<file path="config.mk">
export PLATFORM = sky130hd
export DESIGN_NAME = dts_frame_gen_flat
export DESIGN_NICKNAME = d
export VERILOG_FILES = /design/src/rtl/dts_pkg.sv /design/src/rtl/dts_frame_gen_if.sv /design/src/rtl/dts_gearbox_n2w.sv /design/src/rtl/dts_frame_gen.sv /design/src/flat_wrapper.sv
export SDC_FILE = /design/constraint.sdc
export NUM_CORES = 1
export LEC_CHECK = 0
export CAP_MARGIN = 25
export CORE_ASPECT_RATIO = 0.6
export CORE_MARGIN = 2
export CORE_UTILIZATION = 54
export DETAILED_ROUTE_END_ITERATION = 8
export PLACE_DENSITY = 0.86
export SYNTH_ARGS = -nofsm -noshare
export SYNTH_HDL_FRONTEND = slang
export SYNTH_SLANG_ARGS = --single-unit
</file>
<file path="constraint.sdc">
create_clock -name clk -period 12.1 [get_ports clk]
set_input_delay 1.21 -clock clk [delete_from_list [all_inputs] [get_ports clk]]
set_output_delay 1.21 -clock clk [all_outputs]
set_load 0.05 [all_outputs]
</file>
<file path="src/rtl/dts_pkg.sv">
// Shared DTS definitions: FSM state encoding, marker bit order and counter sizing.
// Used by the frame generator and by the receive-side offsetter/reorder blocks.
package dts_pkg;

    typedef enum logic [1:0] {
        ST_IDLE  = 2'd0,
        ST_ARMED = 2'd1,
        ST_RUN   = 2'd2
    } dts_state_e;

    typedef struct packed {
        logic sync;
        logic index;
        logic ten_sec;
        logic one_sec;
    } dts_marker_t;

    // Width of a counter that runs 0..modulus-1; never narrower than one bit.
    function automatic int cnt_width(input int modulus);
        return (modulus > 1) ? $clog2(modulus) : 1;
    endfunction

endpackage

</file>
<file path="src/rtl/dts_frame_gen_if.sv">
// Sample-in / frame-out bundle of the DTS frame generator.
// The master drives samples and timing strobes; the slave returns frames and status.
interface dts_frame_gen_if #(
    parameter int W             = 32,
    parameter int OUTPUT_DWIDTH = 128
);
    logic                     enable;
    logic                     pps;
    logic [W-1:0]             din;
    logic                     din_valid;
    logic [OUTPUT_DWIDTH-1:0] dout;
    logic                     dout_valid;
    logic                     dout_sync;
    logic                     dout_index;
    logic                     dout_one_sec;
    logic                     dout_ten_sec;
    logic                     pps_slip;
    logic [1:0]               state_out;

    modport master (
        output enable, pps, din, din_valid,
        input  dout, dout_valid, dout_sync, dout_index, dout_one_sec, dout_ten_sec,
               pps_slip, state_out
    );

    modport slave (
        input  enable, pps, din, din_valid,
        output dout, dout_valid, dout_sync, dout_index, dout_one_sec, dout_ten_sec,
               pps_slip, state_out
    );
endinterface

</file>
<file path="src/rtl/dts_gearbox_n2w.sv">
// Narrow-to-wide gather: packs 1<<LANE_BITS words, first word in the LSB lane.
// flush_i drops the partial frame; a write on the same edge restarts at lane 0.
module dts_gearbox_n2w #(
    parameter int LANE_BITS = 2,
    parameter int W         = 32
) (
    input  logic                        clk,
    input  logic                        rst,
    input  logic                        flush_i,
    input  logic                        wr_en_i,
    input  logic [W-1:0]                din_i,
    output logic [(W<<LANE_BITS)-1:0]   frame_o,
    output logic [LANE_BITS-1:0]        lane_cnt_o,
    output logic                        done_o
);
    localparam int NLANES = 1 << LANE_BITS;
    localparam logic [LANE_BITS-1:0] LAST_LANE = LANE_BITS'(NLANES - 1);

    logic [LANE_BITS-1:0]         lane_q, lane_d, wr_lane;
    logic [NLANES-1:0][W-1:0]     gather_q, gather_d;
    logic                         done_q, done_d;

    assign wr_lane = flush_i ? '0 : lane_q;

    for (genvar gi = 0; gi < NLANES; gi++) begin : g_lane
        assign gather_d[gi] = (wr_en_i && (wr_lane == LANE_BITS'(gi))) ? din_i :
                              (flush_i ? '0 : gather_q[gi]);
    end

    always_comb begin
        lane_d = lane_q;
        done_d = 1'b0;
        if (flush_i) begin
            lane_d = '0;
        end
        if (wr_en_i) begin
            lane_d = wr_lane + 1'b1;
            done_d = (wr_lane == LAST_LANE);
        end
    end

    always_ff @(posedge clk or posedge rst) begin
        if (rst) begin
            lane_q   <= '0;
            gather_q <= '0;
            done_q   <= 1'b0;
        end else begin
            lane_q   <= lane_d;
            gather_q <= gather_d;
            done_q   <= done_d;
        end
    end

    assign frame_o    = gather_q;
    assign lane_cnt_o = lane_q;
    assign done_o     = done_q;

endmodule

</file>
<file path="src/rtl/dts_frame_gen.sv">
// DTS transmit framer: gathers narrow samples into frames and stamps sync/index/
// one_sec/ten_sec markers aligned to the 1PPS strobe, flagging misaligned PPS.
module dts_frame_gen
    import dts_pkg::*;
#(
    parameter int MUX_FACTOR_BITS  = 2,
    parameter int OUTPUT_DWIDTH    = 128,
    parameter int FRAMES_PER_INDEX = 16,
    parameter int FRAMES_PER_SEC   = 1250000,
    parameter int SECS_PER_TEN     = 10
) (
    input  logic          clk,
    input  logic          rst,
    dts_frame_gen_if.slave bus
);
    localparam int W   = OUTPUT_DWIDTH >> MUX_FACTOR_BITS;
    localparam int FCW = cnt_width(FRAMES_PER_SEC);
    localparam int SCW = cnt_width(SECS_PER_TEN);
    localparam logic [FCW-1:0]             FRAME_LAST = FCW'(FRAMES_PER_SEC - 1);
    localparam logic [SCW-1:0]             SEC_LAST   = SCW'(SECS_PER_TEN - 1);
    localparam logic [MUX_FACTOR_BITS-1:0] LAST_LANE  = '1;

    dts_state_e                 state_q, state_d;
    logic                       gb_wr, gb_flush, enter_run, realign, complete, pps_expected;
    logic [MUX_FACTOR_BITS-1:0] lane_cnt;
    logic [OUTPUT_DWIDTH-1:0]   gather;
    logic                       gb_done;
    logic [FCW-1:0]             frame_cnt_q;
    logic [SCW-1:0]             sec_cnt_q;
    logic                       sync_pend_q;
    dts_marker_t                mark_d, mark_q, dout_mark_q;
    logic [OUTPUT_DWIDTH-1:0]   dout_q;
    logic                       dout_valid_q;
    logic                       pps_slip_q;

    dts_gearbox_n2w #(
        .LANE_BITS (MUX_FACTOR_BITS),
        .W         (W)
    ) u_gearbox (
        .clk        (clk),
        .rst        (rst),
        .flush_i    (gb_flush),
        .wr_en_i    (gb_wr),
        .din_i      (bus.din),
        .frame_o    (gather),
        .lane_cnt_o (lane_cnt),
        .done_o     (gb_done)
    );

    always_ff @(posedge clk or posedge rst) begin
        if (rst) begin
            state_q <= ST_IDLE;
        end else begin
            state_q <= state_d;
        end
    end

    always_comb begin
        state_d = state_q;
        case (state_q)
            ST_IDLE:  if (bus.enable) state_d = ST_ARMED;
            ST_ARMED: begin
                if (!bus.enable)  state_d = ST_IDLE;
                else if (bus.pps) state_d = ST_RUN;
            end
            ST_RUN:   if (!bus.enable) state_d = ST_IDLE;
            default:  state_d = ST_IDLE;
        endcase
    end

    // Frame counters run one frame ahead of dout, so they already point at the
    // frame being gathered when the next PPS is judged.
    assign pps_expected = bus.din_valid && (lane_cnt == '0) && (frame_cnt_q == '0);

    always_comb begin
        gb_wr     = 1'b0;
        gb_flush  = 1'b1;
        enter_run = 1'b0;
        realign   = 1'b0;
        case (state_q)
            ST_ARMED: begin
                if (bus.enable && bus.pps) begin
                    enter_run = 1'b1;
                    gb_wr     = bus.din_valid;
                end
            end
            ST_RUN: begin
                if (!bus.enable) begin
                    // A word that finishes the frame is still taken on the way out.
                    if (bus.din_valid && (lane_cnt == LAST_LANE)) begin
                        gb_wr    = 1'b1;
                        gb_flush = 1'b0;
                    end
                end else begin
                    gb_flush = 1'b0;
                    gb_wr    = bus.din_valid;
                    if (bus.pps && !pps_expected) begin
                        realign  = 1'b1;
                        gb_flush = 1'b1;
                    end
                end
            end
            default: ;
        endcase
    end

    assign complete = gb_wr && !gb_flush && (lane_cnt == LAST_LANE);

    always_comb begin
        mark_d.sync    = sync_pend_q;
        mark_d.index   = ((int'(frame_cnt_q) % FRAMES_PER_INDEX) == 0);
        mark_d.one_sec = (frame_cnt_q == '0);
        mark_d.ten_sec = (frame_cnt_q == '0) && (sec_cnt_q == '0);
    end

    always_ff @(posedge clk or posedge rst) begin
        if (rst) begin
            frame_cnt_q <= '0;
            sec_cnt_q   <= '0;
            sync_pend_q <= 1'b0;
            mark_q      <= '0;
            pps_slip_q  <= 1'b0;
        end else begin
            if ((state_q == ST_ARMED) || realign) begin
                frame_cnt_q <= '0;
                sec_cnt_q   <= '0;
            end else if (complete) begin
                if (frame_cnt_q == FRAME_LAST) begin
                    frame_cnt_q <= '0;
                    sec_cnt_q   <= (sec_cnt_q == SEC_LAST) ? '0 : sec_cnt_q + 1'b1;
                end else begin
                    frame_cnt_q <= frame_cnt_q + 1'b1;
                end
            end

            if (enter_run || realign) begin
                sync_pend_q <= 1'b1;
            end else if (complete) begin
                sync_pend_q <= 1'b0;
            end

            if (complete) begin
                mark_q <= mark_d;
            end

            if ((state_q == ST_IDLE) && bus.enable) begin
                pps_slip_q <= 1'b0;
            end else if (realign) begin
                pps_slip_q <= 1'b1;
            end
        end
    end

    // Output stage only follows the gearbox; PPS or enable changes never cut a frame short.
    always_ff @(posedge clk or posedge rst) begin
        if (rst) begin
            dout_q       <= '0;
            dout_valid_q <= 1'b0;
            dout_mark_q  <= '0;
        end else begin
            dout_valid_q <= gb_done;
            dout_mark_q  <= gb_done ? mark_q : '0;
            if (gb_done) begin
                dout_q <= gather;
            end
        end
    end

    assign bus.dout         = dout_q;
    assign bus.dout_valid   = dout_valid_q;
    assign bus.dout_sync    = dout_mark_q.sync;
    assign bus.dout_index   = dout_mark_q.index;
    assign bus.dout_one_sec = dout_mark_q.one_sec;
    assign bus.dout_ten_sec = dout_mark_q.ten_sec;
    assign bus.pps_slip     = pps_slip_q;
    assign bus.state_out    = state_q;

endmodule

</file>
<file path="src/flat_wrapper.sv">
// flat-port wrapper written by rule: the top's interface ports become plain ports
module dts_frame_gen_flat import dts_pkg::*;
#(
    parameter int MUX_FACTOR_BITS  = 2,
    parameter int OUTPUT_DWIDTH    = 128,
    parameter int FRAMES_PER_INDEX = 16,
    parameter int FRAMES_PER_SEC   = 1250000,
    parameter int SECS_PER_TEN     = 10
)
  (clk, rst, bus_enable, bus_pps, bus_din, bus_din_valid, bus_dout, bus_dout_valid, bus_dout_sync, bus_dout_index, bus_dout_one_sec, bus_dout_ten_sec, bus_pps_slip, bus_state_out);
  dts_frame_gen_if #(.W((32)), .OUTPUT_DWIDTH(OUTPUT_DWIDTH)) bus_i ();
  input  logic clk;
  input  logic rst;
  input wire logic [$bits(bus_i.enable)-1:0] bus_enable;
  input wire logic [$bits(bus_i.pps)-1:0] bus_pps;
  input wire logic [$bits(bus_i.din)-1:0] bus_din;
  input wire logic [$bits(bus_i.din_valid)-1:0] bus_din_valid;
  output wire logic [$bits(bus_i.dout)-1:0] bus_dout;
  output wire logic [$bits(bus_i.dout_valid)-1:0] bus_dout_valid;
  output wire logic [$bits(bus_i.dout_sync)-1:0] bus_dout_sync;
  output wire logic [$bits(bus_i.dout_index)-1:0] bus_dout_index;
  output wire logic [$bits(bus_i.dout_one_sec)-1:0] bus_dout_one_sec;
  output wire logic [$bits(bus_i.dout_ten_sec)-1:0] bus_dout_ten_sec;
  output wire logic [$bits(bus_i.pps_slip)-1:0] bus_pps_slip;
  output wire logic [$bits(bus_i.state_out)-1:0] bus_state_out;
  assign bus_i.enable = bus_enable;
  assign bus_i.pps = bus_pps;
  assign bus_i.din = bus_din;
  assign bus_i.din_valid = bus_din_valid;
  assign bus_dout = bus_i.dout;
  assign bus_dout_valid = bus_i.dout_valid;
  assign bus_dout_sync = bus_i.dout_sync;
  assign bus_dout_index = bus_i.dout_index;
  assign bus_dout_one_sec = bus_i.dout_one_sec;
  assign bus_dout_ten_sec = bus_i.dout_ten_sec;
  assign bus_pps_slip = bus_i.pps_slip;
  assign bus_state_out = bus_i.state_out;
  dts_frame_gen #(.MUX_FACTOR_BITS(MUX_FACTOR_BITS), .OUTPUT_DWIDTH(OUTPUT_DWIDTH), .FRAMES_PER_INDEX(FRAMES_PER_INDEX), .FRAMES_PER_SEC(FRAMES_PER_SEC), .SECS_PER_TEN(SECS_PER_TEN)) u_core (.clk(clk), .rst(rst), .bus(bus_i));
endmodule
</file>
==> flow_summary.json <==
{
  "area.growth.synth_to_final_pct": 25.7,
  "worstHoldPathCells": 1,
  "worst_ep_required_time_ns": 12.56,
  "r2r_setup_slack_ns": 8.55,
  "holdPathEnd": "u_core.bus.dout_index$_DFF_PP0_",
  "worst-endpoint-arrival_ns": 4.55,
  "clock_skew_ns": 0.00916,
  "critical_path_fanout_max": 33,
  "grt_first_pass_wirelength_mm": 44.7,
  "worst_slack_ns": 8.01,
  "hold_path.startpoint": "u_core.mark_q[2]$_DFFE_PP0P_",
  "post_synth_cell_types": 46,
  "power-per-cell-area_nw_per_um2": 145,
  "power_leakage_nw": 6.88,
  "drcViolationCount": 0,
  "grt_util_all_layers": 0.244,
  "fmax_mhz": 244,
  "synthesis.yosys.warnings": 0,
  "finalWirelength_mm": 27.8,
  "net-switching-power_w": 0.000531,
  "pwr-share-comb": 0.102,
  "dieArea_sq_um": 22800,
  "multi_input_comb_area_sq_um": 3980,
  "reg2reg_depth": 11,
  "final_max_slew_viol_count": 0,
  "worst_r2r_endpoint": "u_core.u_gearbox.frame_o[91]$_DFFE_PP0P_",
  "io_buffers": 172,
  "die_w_microns": 193,
  "internal-power_w": 0.00159,
  "synth.avg_cell_area_sq_um": 14.2,
  "summed_instance_area_of_the_synthesized_netlist_sq_um": 11600,
  "synth-seq-area-share": 0.639,
  "pre_cts_slack_ns": 7.51,
  "wl_per_cell_microns": 21.7,
  "final_antenna_net_count": 0,
  "grt_setup_unrepaired": "no",
  "run_status": "finished, final reports clean",
  "vias_per_cell": 6.06,
  "synth-seq-cells": 297,
  "io_pins": 173,
  "synth-edff-count": 0,
  "diodes": 0,
  "final_gp_congestion": 0.868,
  "critical_path.startpoint_type": "primary input",
  "cts_root_buf": "sky130_fd_sc_hd__clkbuf_16",
  "ir_drop_mv": 0.117,
  "synth_async_sr_flop_share": 1.00,
  "syn_nets": 866,
  "rr_startpoint": "u_core.bus.state_out[0]$_DFFE_PP0P_",
  "cts_hold_buffers": 0,
  "max_slew.worst_pin.slew_ns": 1.03,
  "finalCritPeriodShare": 0.338,
  "grt_antenna_before_repair": 0,
  "firstDrtPassIters": 5,
  "post-synth-top-area-cell": "sky130_fd_sc_hd__dfrtp_1",
  "post-cts-setup-buffer-count": 0,
  "tritoncts_num_sinks": 297,
  "post_synth_inst_count": 817,
  "core-area_sq_um": 21100,
  "number_of_nets_in_the_layout": 1032,
  "routed-via-count": 7767,
  "slew_headroom": 0.313,
  "gr-total-overflow": 0,
  "initial_utilization": 0.551,
  "chipHeight_microns": 118,
  "detailed_place_hpwl_mm": 17.8,
  "worstSkewPairLatency_ns": 0.52,
  "clkSlewWorstSetupHoldPaths_ns": 0.07,
  "numCtsBuffers": 27,
  "tritoncts": "built",
  "report.final.setup_viol": 0,
  "timing.setup.tns_ns": 0,
  "yosysTopAreaCellShare": 0.639,
  "pin_count_of_the_biggest_net_entering_global_routing": 146,
  "quantity_of_gates_resized_following_cts": 0,
  "number_of_global_route_vias_before_repair": 7821,
  "maxCapViolations": 0,
  "detail_route.iter0.violations": 650,
  "seq_power_share": 0.482,
  "hold_viol_final": 0,
  "layout_cells_sized_above_1": 0.208,
  "worstSetupPathType": "primary input to register",
  "final.min_clock_period_ns": 4.09,
  "final.fill_count": 1465,
  "row_count": 41,
  "worst_hold_path_type": "register to register",
  "p_sw_frac": 0.250,
  "synth.top_cells.by_area": "sky130_fd_sc_hd__dfrtp_1 (64%), sky130_fd_sc_hd__mux2_2 (12%), sky130_fd_sc_hd__a22o_1 (9.7%)",
  "clock_power_share": 0.416,
  "synth_flop_type": "sky130_fd_sc_hd__dfrtp_1",
  "critical_path.endpoint_type": "register",
  "clockBufferDepth": 3,
  "ff_latch_area_sq_um": 7440,
  "clock_tree.htree_level_count": 1
}
cells in the final DEF (no fill, tap or decap), types with 3 or more instances in the layout:
cell type                         synthesis  routed
sky130_fd_sc_hd__o21ai_0                 13      13
sky130_fd_sc_hd__nor4b_1                  8       8
sky130_fd_sc_hd__and3_1                   6       6
sky130_fd_sc_hd__or3b_2                   3       3
sky130_fd_sc_hd__or4_1                    9       9
sky130_fd_sc_hd__and2_1                   5       5
sky130_fd_sc_hd__nor3_1                   7       6
sky130_fd_sc_hd__nor2_1                   7       7
sky130_fd_sc_hd__a22o_1                 129     129
sky130_fd_sc_hd__dfrtp_1                297     296
sky130_fd_sc_hd__nor4_1                   5       5
sky130_fd_sc_hd__inv_1                   11      10
sky130_fd_sc_hd__clkbuf_1                37       5
sky130_fd_sc_hd__nand2_1                 31      31
sky130_fd_sc_hd__o31ai_1                  8       8
sky130_fd_sc_hd__nand4_1                  7       7
sky130_fd_sc_hd__nor3_4                   0       3
sky130_fd_sc_hd__buf_4                    0      13
sky130_fd_sc_hd__a21oi_1                 11      11
sky130_fd_sc_hd__a211o_1                  8       8
sky130_fd_sc_hd__clkbuf_8                 0       4
sky130_fd_sc_hd__a211oi_1                 3       3
sky130_fd_sc_hd__clkbuf_16                0      27
sky130_fd_sc_hd__mux2_2                 129     129
sky130_fd_sc_hd__nor3b_2                  0       4
sky130_fd_sc_hd__and4_1                   7       7
sky130_fd_sc_hd__ha_1                    12      12
sky130_fd_sc_hd__bufinv_16                0       4
sky130_fd_sc_hd__nand3_1                 14      14
sky130_fd_sc_hd__clkdlybuf4s50_1          0     172
sky130_fd_sc_hd__a31oi_1                  5       5
sky130_fd_sc_hd__clkinv_2                 0       6
cells in the mapped netlist (all sizes together), types with 6 or more instances:
| library cell | instances |
|---|---|
| nor2 | 7 |
| a211o | 8 |
| and4 | 7 |
| inv | 11 |
| nand4 | 7 |
| o21ai | 13 |
| clkbuf | 37 |
| dfrtp | 297 |
| nand3 | 14 |
| a21oi | 13 |
| and3 | 6 |
| ha | 12 |
| or4 | 9 |
| nor3 | 10 |
| mux2 | 129 |
| nand2 | 31 |
| a22o | 129 |
| buf | 14 |
| nor4 | 6 |
| o31ai | 8 |
| nor4b | 8 |
flip-flops by register name, indices dropped and copies added (netlist names), 2 cells and up:
name and count:
u_core.bus.dout 128, u_core.bus.state_out 2, u_core.frame_cnt_q 21, u_core.mark_q 4
u_core.sec_cnt_q 4, u_core.u_gearbox.frame_o 128, u_core.u_gearbox.lane_cnt_o 2
layout make-up:
cell class / count / area share
timing repair buffer: 188 / 0.129
multi-input combinational: 458 / 0.272
clock buffer: 36 / 0.0513
inverter: 11 / 0.00334
sequential: 297 / 0.509
clock inverter: 13 / 0.0119
tap: 279 / 0.0239
power by group through the flow:
stage | Sequential (W) | Combinational (W) | Clock (W)
global placement | 0.00104 | 0.000207 | 0
finish | 0.00102 | 0.000217 | 0.000883
detailed placement | 0.00104 | 0.000212 | 0
floorplan | 0.00105 | 0.000121 | 0
CTS | 0.00102 | 0.000213 | 0.000895
global route | 0.00103 | 0.000235 | 0.000943
routing by layer:
| metal | vias up | GRT usage | share of wire |
|---|---|---|---|
| met1 | 4020 | 0.379 | 0.48 |
| met3 | 32 | 0.0771 | 0.092 |
| li1 | 3414 | - | - |
| met2 | 301 | 0.343 | 0.42 |
| met5 | - | 0 | 0 |
| met4 | 0 | 0.0415 | 0.014 |
cell families after synthesis:
family | count (synthesis) | synth area share
xor+xnor | 1 | 0.000754
fa+ha+maj | 12 | 0.0129
simple gates | 121 | 0.0624
mux | 131 | 0.127
compound gates | 193 | 0.136
flops | 297 | 0.639
buf+inv | 62 | 0.0221
stage by stage:
step	power, W	cells	hold WS, ns	area (sq um)	util
finish	0.00212	1282	0.492	14600	0.693
global route	0.00220	1282	0.508	14600	0.693
CTS	0.00213	1278	0.494	14500	0.690
detailed placement	0.00125	1229	0.477	13600	0.646
global placement	0.00125	1229	0.474	13600	0.646
floorplan	0.00117	817	0.352	11600	-
worst max-delay path, stage by stage:
cell and delay (ns):
sky130_fd_sc_hd__clkdlybuf4s50_1 0.56, sky130_fd_sc_hd__a31o_2 0.29, sky130_fd_sc_hd__nand2_1 0.32, sky130_fd_sc_hd__a21oi_1 0.11, sky130_fd_sc_hd__nand2_1 0.18, sky130_fd_sc_hd__inv_1 0.08
sky130_fd_sc_hd__ha_1 0.19, sky130_fd_sc_hd__nor3b_2 0.15, sky130_fd_sc_hd__buf_4 0.30, sky130_fd_sc_hd__nor3_4 0.58, sky130_fd_sc_hd__buf_4 0.39, sky130_fd_sc_hd__a22o_1 0.17
worst max-delay path by stage:
stage,start,end,slack [ns],cells past startpoint
finish,bus_enable,u_core.u_gearbox.frame_o[35]$_DFFE_PP0P_,8.01,12
global route,bus_enable,u_core.u_gearbox.frame_o[35]$_DFFE_PP0P_,7.82,12
CTS,bus_enable,u_core.u_gearbox.frame_o[52]$_DFFE_PP0P_,8.04,12
detailed placement,bus_enable,u_core.u_gearbox.frame_o[52]$_DFFE_PP0P_,7.51,12
global placement,bus_enable,u_core.u_gearbox.frame_o[57]$_DFFE_PP0P_,7.62,12
floorplan,rst,u_core.bus.dout[0]$_DFFE_PP0P_,2.69,1
No activity file was read; power rests on OpenSTA's default activity.
